--- src/rtl/axi_4_lite_arb2_pkg.sv ---
// Shared AXI4-Lite configuration: bus width macros, arbiter FSM encodings and response codes.
`ifndef C_AXI_ADDR_WIDTH
`define C_AXI_ADDR_WIDTH 32
`endif
`ifndef C_AXI_DATA_WIDTH
`define C_AXI_DATA_WIDTH 32
`endif
`ifndef C_AXI_STROBE_WIDTH
`define C_AXI_STROBE_WIDTH (`C_AXI_DATA_WIDTH / 8)
`endif

package axi_4_lite_arb2_pkg;

    localparam int unsigned AW = `C_AXI_ADDR_WIDTH;
    localparam int unsigned DW = `C_AXI_DATA_WIDTH;
    localparam int unsigned SW = `C_AXI_STROBE_WIDTH;

    localparam logic [1:0] RESP_OKAY   = 2'b00;
    localparam logic [1:0] RESP_SLVERR = 2'b10;

    typedef enum logic [2:0] {
        StIdle   = 3'd0,
        StWr     = 3'd1,
        StWrResp = 3'd2,
        StRdAddr = 3'd3,
        StRdData = 3'd4,
        StDone   = 3'd5
    } arb_state_e;

endpackage

--- src/rtl/rr_arb2.sv ---
// Two-way round-robin grant: on a tie the requester not granted last wins.
module rr_arb2 (
    input  logic [1:0] req,
    input  logic       last,
    output logic [1:0] grant
);

    always_comb begin
        grant = 2'b00;
        case (req)
            2'b01:   grant = 2'b01;
            2'b10:   grant = 2'b10;
            2'b11:   grant = last ? 2'b01 : 2'b10;
            default: grant = 2'b00;
        endcase
    end

endmodule

--- src/rtl/axi_4_lite_arb2.sv ---
// Two-requester round-robin front end onto one AXI4-Lite master port, one transaction at a time.
// Define ARB_TIMEOUT_EN to add a slave-response watchdog that completes with SLVERR.
module axi_4_lite_arb2
    import axi_4_lite_arb2_pkg::*;
#(
    parameter int unsigned TIMEOUT_CYCLES = 256
) (
    input  logic            S_AXI_ACLK,
    input  logic            S_AXI_ARESETN,
    input  logic [1:0]      REQ_VALID,
    output logic [1:0]      REQ_READY,
    input  logic [1:0]      REQ_WE,
    input  logic [2*AW-1:0] REQ_ADDR,
    input  logic [2*DW-1:0] REQ_WDATA,
    input  logic [2*SW-1:0] REQ_WSTRB,
    output logic [1:0]      RSP_VALID,
    output logic [DW-1:0]   RSP_RDATA,
    output logic [1:0]      RSP_RESP,
    output logic            M_AXI_AWVALID,
    input  logic            M_AXI_AWREADY,
    output logic [AW-1:0]   M_AXI_AWADDR,
    output logic [2:0]      M_AXI_AWPROT,
    output logic            M_AXI_WVALID,
    input  logic            M_AXI_WREADY,
    output logic [DW-1:0]   M_AXI_WDATA,
    output logic [SW-1:0]   M_AXI_WSTRB,
    input  logic            M_AXI_BVALID,
    output logic            M_AXI_BREADY,
    input  logic [1:0]      M_AXI_BRESP,
    output logic            M_AXI_ARVALID,
    input  logic            M_AXI_ARREADY,
    output logic [AW-1:0]   M_AXI_ARADDR,
    output logic [2:0]      M_AXI_ARPROT,
    input  logic            M_AXI_RVALID,
    output logic            M_AXI_RREADY,
    input  logic [DW-1:0]   M_AXI_RDATA,
    input  logic [1:0]      M_AXI_RRESP
);

    if (TIMEOUT_CYCLES < 2) begin : gen_timeout_cfg_err
        $error("TIMEOUT_CYCLES must be at least 2");
    end

    arb_state_e    state_q, state_d;
    logic          last_q, last_d;
    logic          gidx_q, gidx_d;
    logic          aw_pend_q, aw_pend_d;
    logic          w_pend_q, w_pend_d;
    logic [AW-1:0] addr_q, addr_d;
    logic [DW-1:0] wdata_q, wdata_d;
    logic [SW-1:0] wstrb_q, wstrb_d;
    logic [DW-1:0] rdata_q, rdata_d;
    logic [1:0]    resp_q, resp_d;
    logic [1:0]    grant;
    logic [1:0]    req_ready;
    logic          sel;

`ifdef ARB_TIMEOUT_EN
    localparam int unsigned CntW = $clog2(TIMEOUT_CYCLES + 1);
    logic [CntW-1:0] cnt_q, cnt_d;
    logic            busy;

    assign busy = (state_q == StWr) || (state_q == StWrResp) ||
                  (state_q == StRdAddr) || (state_q == StRdData);
`endif

    rr_arb2 u_rr_arb2 (
        .req   (REQ_VALID),
        .last  (last_q),
        .grant (grant)
    );

    assign sel = grant[1];

    always_comb begin
        state_d   = state_q;
        last_d    = last_q;
        gidx_d    = gidx_q;
        aw_pend_d = aw_pend_q;
        w_pend_d  = w_pend_q;
        addr_d    = addr_q;
        wdata_d   = wdata_q;
        wstrb_d   = wstrb_q;
        rdata_d   = rdata_q;
        resp_d    = resp_q;
        req_ready = 2'b00;

        case (state_q)
            StIdle: begin
                if (|REQ_VALID) begin
                    req_ready = grant;
                    gidx_d    = sel;
                    last_d    = sel;
                    addr_d    = sel ? REQ_ADDR[2*AW-1:AW]   : REQ_ADDR[AW-1:0];
                    wdata_d   = sel ? REQ_WDATA[2*DW-1:DW]  : REQ_WDATA[DW-1:0];
                    wstrb_d   = sel ? REQ_WSTRB[2*SW-1:SW]  : REQ_WSTRB[SW-1:0];
                    if (REQ_WE[sel]) begin
                        state_d   = StWr;
                        aw_pend_d = 1'b1;
                        w_pend_d  = 1'b1;
                    end else begin
                        state_d = StRdAddr;
                    end
                end
            end
            StWr: begin
                // AW and W complete independently; leave once neither is still pending.
                if (M_AXI_AWREADY) aw_pend_d = 1'b0;
                if (M_AXI_WREADY)  w_pend_d  = 1'b0;
                if ((!aw_pend_q || M_AXI_AWREADY) && (!w_pend_q || M_AXI_WREADY)) begin
                    state_d = StWrResp;
                end
            end
            StWrResp: begin
                if (M_AXI_BVALID) begin
                    resp_d  = M_AXI_BRESP;
                    rdata_d = '0;
                    state_d = StDone;
                end
            end
            StRdAddr: begin
                if (M_AXI_ARREADY) state_d = StRdData;
            end
            StRdData: begin
                if (M_AXI_RVALID) begin
                    resp_d  = M_AXI_RRESP;
                    rdata_d = M_AXI_RDATA;
                    state_d = StDone;
                end
            end
            StDone:  state_d = StIdle;
            default: state_d = StIdle;
        endcase

`ifdef ARB_TIMEOUT_EN
        cnt_d = cnt_q;
        if (state_q == StIdle) begin
            cnt_d = '0;
        end else if (busy) begin
            cnt_d = cnt_q + 1'b1;
            // A transaction finishing on the limit cycle keeps its real response.
            if ((cnt_q == CntW'(TIMEOUT_CYCLES - 1)) && (state_d != StDone)) begin
                state_d   = StDone;
                resp_d    = RESP_SLVERR;
                rdata_d   = '0;
                aw_pend_d = 1'b0;
                w_pend_d  = 1'b0;
            end
        end
`endif
    end

    always_ff @(posedge S_AXI_ACLK or negedge S_AXI_ARESETN) begin
        if (!S_AXI_ARESETN) begin
            state_q   <= StIdle;
            last_q    <= 1'b1;
            gidx_q    <= 1'b0;
            aw_pend_q <= 1'b0;
            w_pend_q  <= 1'b0;
            addr_q    <= '0;
            wdata_q   <= '0;
            wstrb_q   <= '0;
            rdata_q   <= '0;
            resp_q    <= RESP_OKAY;
        end else begin
            state_q   <= state_d;
            last_q    <= last_d;
            gidx_q    <= gidx_d;
            aw_pend_q <= aw_pend_d;
            w_pend_q  <= w_pend_d;
            addr_q    <= addr_d;
            wdata_q   <= wdata_d;
            wstrb_q   <= wstrb_d;
            rdata_q   <= rdata_d;
            resp_q    <= resp_d;
        end
    end

`ifdef ARB_TIMEOUT_EN
    always_ff @(posedge S_AXI_ACLK or negedge S_AXI_ARESETN) begin
        if (!S_AXI_ARESETN) begin
            cnt_q <= '0;
        end else begin
            cnt_q <= cnt_d;
        end
    end
`endif

    // Grant is combinational on REQ_VALID, so it must be masked while reset is held.
    assign REQ_READY     = req_ready & {2{S_AXI_ARESETN}};
    assign RSP_VALID     = (state_q == StDone) ? {gidx_q, ~gidx_q} : 2'b00;
    assign RSP_RDATA     = rdata_q;
    assign RSP_RESP      = resp_q;

    assign M_AXI_AWVALID = aw_pend_q;
    assign M_AXI_AWADDR  = addr_q;
    assign M_AXI_AWPROT  = 3'b000;
    assign M_AXI_WVALID  = w_pend_q;
    assign M_AXI_WDATA   = wdata_q;
    assign M_AXI_WSTRB   = wstrb_q;
    assign M_AXI_BREADY  = (state_q == StWrResp);
    assign M_AXI_ARVALID = (state_q == StRdAddr);
    assign M_AXI_ARADDR  = addr_q;
    assign M_AXI_ARPROT  = 3'b000;
    assign M_AXI_RREADY  = (state_q == StRdData);

endmodule

--- config.mk ---
export PLATFORM = sky130hd
export DESIGN_NAME = axi_4_lite_arb2
export DESIGN_NICKNAME = d
export VERILOG_FILES = /design/src/rtl/axi_4_lite_arb2_pkg.sv /design/src/rtl/rr_arb2.sv /design/src/rtl/axi_4_lite_arb2.sv
export SDC_FILE = /design/constraint.sdc
export NUM_CORES = 1
export LEC_CHECK = 0
export BUFFER_PORTS_ARGS = -buffer_cell sky130_fd_sc_hd__buf_2
export CAP_MARGIN = 5
export CELL_PAD_IN_SITES_DETAIL_PLACEMENT = 0
export CELL_PAD_IN_SITES_GLOBAL_PLACEMENT = 2
export CORE_MARGIN = 10
export CORE_UTILIZATION = 24
export CTS_CLUSTER_SIZE = 40
export DETAILED_ROUTE_END_ITERATION = 6
export PLACE_DENSITY_LB_ADDON = 0.1
export REMOVE_ABC_BUFFERS = 1
export SETUP_SLACK_MARGIN = 0.3
export SYNTH_ARGS = -nofsm -noshare
export SYNTH_HDL_FRONTEND = slang
export SYNTH_SLANG_ARGS = --single-unit
--- constraint.sdc ---
create_clock -name S_AXI_ACLK -period 2.8 [get_ports S_AXI_ACLK]
set_input_delay 0.14 -clock S_AXI_ACLK [delete_from_list [all_inputs] [get_ports S_AXI_ACLK]]
set_output_delay 0.14 -clock S_AXI_ACLK [all_outputs]
set_load 0.02 [all_outputs]
* Word level (Yosys, flattened, before mapping)
Index checks and enable logic that the tools add are counted.
Word-level totals: flip-flop bits (word level) 109, bits of input ports 183, output and inout port bits 149, word-level logic and storage cells 72
Cells by class: magnitude comparators 1, equal/unequal tests 16, multiplexer cells 29, bitwise logic cells 2, reduce and logical (&&, ||, !) cells 14
Operators with widths (count):
- two-way mux 32 bit | 4
- case mux 32 bit (2 select lines) | 1
- two-way mux 3 bit | 5
- case mux 3 bit (5 select lines) | 1
- two-way mux 2 bit | 7
- != test 2 bit, second input constant | 7
- AND reduction 4 bit | 2
- equality test 3 x 2 -> 1 bit, second input constant | 2
- equality test 3 bit, second input constant | 2
- two-way mux 1 bit | 6
- case mux 2 bit (3 select lines) | 1
- AND reduction 5 bit | 1
- equality test 2 bit, second input constant | 2
- two-way mux 4 bit | 1
- case mux 1 bit (2 select lines) | 2
- case mux 2 bit (2 select lines) | 1
- nonzero test 2 bit | 2
- equality test 3 x 1 -> 1 bit, second input constant | 1
- zero test 3 bit | 1
- AND reduction 3 bit | 1
- AND 2 bit | 1
- equality test 2 x 1 -> 1 bit, second input constant | 1
- zero test 1 bit | 2
- logical OR 1 bit | 2
- other kinds (6) | 6

* Longest topological paths before layout
depth after elaboration 7, mapped depth 8, depth with buffers taken out 4

* Cells and area by module
From an unflattened synthesis, not the netlist that was laid out.
Second synthesis, totals: cells, all modules 469, area, all modules 5108.6 um^2
By module, submodules not included:
- axi_4_lite_arb2 | instances 1, cells each 466, area each 5089.9 um^2, sequential area each 2728.9 um^2
- rr_arb2 | instances 1, cells each 3, area each 18.8 um^2, sequential area each 0.0 um^2

* Worst setup path after synthesis
No wires, ideal clock.
path type register to register, start point register w_pend_q, in the netlist M_AXI_WVALID, end point register state_q[1], library setup time 0.125 ns, arrival time 1.506 ns, required time 2.675 ns, slack 1.170 ns, cell stages (with the launch flop) 5, path buffers 0, clock period less this slack 1.630 ns, cell sequence dfrtp_1 or3b_1 a211o_1 o21ai_2 mux2_2
Between the ends: longest elaborated chain between the ends 5
RTL lines:
- start, declared | line axi_4_lite_arb2.sv:48 | logic w_pend_q, w_pend_d;
- start signal, assigned | line axi_4_lite_arb2.sv:170 | w_pend_q <= w_pend_d;
- zero test 1 bit | line axi_4_lite_arb2.sv:110 | if ((!aw_pend_q || M_AXI_AWREADY) && (!w_pend_q || M_AXI_WREADY)) begin
- logical OR 1 bit | line axi_4_lite_arb2.sv:110
- logical AND 1 bit | line axi_4_lite_arb2.sv:110
- != test 2 bit (no source line)
- AND reduction 5 bit (no source line)
- end signal, assigned | line axi_4_lite_arb2.sv:155 | state_q <= StIdle;
- end signal, assigned | line axi_4_lite_arb2.sv:166 | state_q <= state_d;
- end, declared | line axi_4_lite_arb2.sv:44 | arb_state_e state_q, state_d;
Every way passes these cells. A chain may end at the register's enable or synchronous reset.

* Worst setup path after layout
start point register state_q[1], end point register addr_q[0], in the netlist M_AXI_ARADDR[0]
Between the ends: longest elaborated chain between the ends 2
RTL lines:
- zero test 3 bit | line axi_4_lite_arb2.sv:88 | case (state_q)
- AND reduction 2 bit (no source line)
- end signal, assigned | line axi_4_lite_arb2.sv:171 | addr_q <= addr_d;
- end, declared | line axi_4_lite_arb2.sv:49 | logic [AW-1:0] addr_q, addr_d;
Every way passes these cells.

==> summary.txt <==
Status
  • Run status: finished, final reports clean

Route
  • DRC Markers: 0
  • Iter 0 DRT Violations: 205
  • Via density: 4.32
  • DR WL/cell: 18.4 µm
  • Via Count: 4565
  • Antenna Nets Post-Route: 0
  • Post-Route WL: 19.5 mm
  • Drt first pass iters: 4

Synthesis
  • Most frequent cell after synthesis: dfrtp_1
  • Post-synthesis async set-or-reset flop share: 100%
  • Post-synth EDFFs: 0
  • Synth Register Bits: 109
  • Synthesized instance count: 480
  • Yosys top cell by area: dfrtp_1
  • Count of cell types in the netlist: 37
  • Post-Syn Area: 4900 µm²
  • Ranking of synthesized cells by area: dfrtp_1, o22ai_1, buf_4
  • YS warnings: 0
  • Avg Cell Area, Syn: 10.2 µm²
  • Main synth FF type: dfrtp_1
  • Top post-synthesis cells by count: dfrtp_1, nand2_1, o22ai_1, o21ai_0, buf_4
  • Register area share after synthesis: 55.7%
  • Yosys top cell area share: 55.1%

Pwr
  • Static Leak: 3.74 nW
  • Cell Int Power: 4.45 mW
  • IR drop worst, VDD: 466 µV
  • Switching part of the total: 46.3%
  • Clock Power Share: 16.5%
  • Combinational Power Share: 49.1%
  • Power Dens Cells: 1170 nW/µm²
  • Sequential Power Share: 34.4%
  • Pwr Total: 8.30 mW
  • Net switching power: 3.84 mW

STA
  • Slew at the pin with the worst max-slew slack: 1.18 ns
  • RSZ-0062 raised after global routing: false
  • Setup TNS Final: 0 ns
  • Fmax: 0.456 GHz
  • Min cycle time layout: 2.19 ns
  • Max-slew violation count: 0
  • PnR worst setup slack: 0.608 ns
  • Final Hold Fails: 0
  • Setup Viol. Count Final: 0
  • Fin crit share: 78.3%
  • Clock Skews: 0.0120 ns
  • Hold Slack: 0.0110 ns
  • Worst slew margin: 21.3%

Worst setup path
  • Critical Path End Type: register
  • CP Cell Sequence: nor3_4, o21ai_4, buf_4, o21ai_0
  • Startpoint Class: register
  • CP arrival: 2.38 ns
  • CP required: 2.99 ns
  • Buf/Inv on CP: 1
  • Worst path slowest cell: buf_4
  • Critical path class: reg2reg
  • CP max FO: 136
  • Top delay family on crit path: buffers and inverters
  • Max incr delay on CP: 0.86 ns

Global route
  • Global-route wire length before repair: 29.0 mm
  • GR Util met2: 22.9%
  • Remaining Overflow, GRT: 0
  • All-Layer GR Usage: 13.9%
  • Met3 usage: 5.84%
  • Largest net degree at the start of global routing: 137
  • Vias in the first global route: 4883
  • Gr busiest metal: met2
  • GR Util met1: 16.4%
  • Initial antenna violation count: 3

Clock network
  • Num CTS Buffers: 9
  • CTS tree: built
  • Clock sinks: 109
  • CTS resizes: 0
  • CTS H-tree lvls: 3
  • Hold-fix buffers, CTS: 30
  • Worst skew pair latency: 0.36 ns
  • Root Driver: clkbuf_16
  • Clk slew on worst S/H paths: 0.08 ns
  • Deepest clock path buffer count: 2
  • Setup bufs post-CTS: 0

Finish
  • Final core utilization: 35.1%
  • Fillers: 2149
  • Area delta synth->final: 44.6%
  • Nets: 964
  • Share of post-route cells with drive strength above 1: 45.3%
  • Post-route cell area: 7090 µm²
  • Final std cells w/o fill: 1057

Die
  • Die Area: 26500 µm²
  • Core area: 20200 µm²
  • Die Y: 163 µm
  • Die Width: 163 µm
  • Initial Util: 24.3%
  • Std-Cell Rows: 52
  • I/O pin count: 332

Place
  • PortBufs: 325
  • Placer's final routability congestion estimate: 0.812
  • Placed Area: 6470 µm²
  • Pre-CTS WS: 0.630 ns
  • Placed Cells incl. Taps: 1010
  • Hpwl dp: 15.5 mm

Run
  • MaxCap Viol Count: 0

Hold path
  • Hold crit path type: in2reg
-- cell usage in the layout (no fill, tap or decap), types with 8 or more instances in the layout --
cell type / n
buf_4: 8
clkbuf_16: 9
dfrtp_1: 108
a22o_1: 33
o22ai_1: 68
o21ai_1: 8
o21ai_0: 63
dlygate4sd3_1: 30
buf_2: 324
nand2_1: 75
-- layout make-up --
class / instances / area, µm² / share of cell area [%]
clock inverters: 7 / 87.6 / 1.24
inverters: 4 / 15.0 / 0.212
diodes: 1 / 2.50 / 0.0353
well taps: 270 / 338 / 4.77
multi-input cells: 295 / 1710 / 24.1
flip-flops and latches: 109 / 2730 / 38.5
repair buffers: 362 / 1980 / 28.0
clock buffers: 9 / 225 / 3.18
-- power groups by stage --
stage | Clock (mW) | Combinational [mW] | Sequential [mW]
5_1_grt | 1.48 | 4.50 | 2.98
3_3_place_gp | 0 | 4.14 | 2.87
3_5_place_dp | 0 | 4.17 | 2.88
2_1_floorplan | 0 | 1.32 | 3.99
4_1_cts | 1.43 | 4.19 | 2.87
6_report | 1.37 | 4.07 | 2.86
-- routing by layer --
layer	up-vias	part of all wire (%)
li1	2290	-
met1	2044	42
met2	220	47
met3	11	11
met4	0	0.93
met5	-	0
-- cells by family after synthesis --
logic type	Yosys count	share of synthesized area [%]
AOI/OAI and AO/OA	186	24.1
DFF	109	55.7
and+or+nand+nor	98	8.68
buffers and inverters	81	10.4
muxes	5	1.07
other	1	0.0765
-- registers in the layout (all words and copies together), names as in the netlist --
name           count
M_AXI_ARADDR      32
M_AXI_AWVALID      1
M_AXI_WDATA       32
M_AXI_WSTRB        4
M_AXI_WVALID       1
RSP_RDATA         32
RSP_RESP           2
gidx_q             1
last_q             1
state_q            3
-- worst register-to-register path: cells and delay by family (launching register included) --
family          cells  cell delay, ns
buf+inv             1            0.86
compound gates      2            0.43
flops               1            0.60
simple gates        1            0.13
-- final timing paths --
check	start	endpoint	slack, ns	cells after the start
min	M_AXI_RDATA[17]	RSP_RDATA[17]$_DFFE_PN0P_	0.01	2
min in group asynchronous	S_AXI_ARESETN	M_AXI_WDATA[23]$_DFFE_PN0P_	0.35	2
max	state_q[1]$_DFFE_PN0P_	M_AXI_ARADDR[0]$_DFFE_PN0P_	0.61	4
max reg2reg	state_q[1]$_DFFE_PN0P_	M_AXI_ARADDR[0]$_DFFE_PN0P_	0.61	4
min reg2reg	M_AXI_WDATA[27]$_DFFE_PN0P_	M_AXI_WDATA[27]$_DFFE_PN0P_	0.48	2
max in group asynchronous	S_AXI_ARESETN	M_AXI_WSTRB[2]$_DFFE_PN0P_	1.47	3
Power figures use the tool's default switching activity.
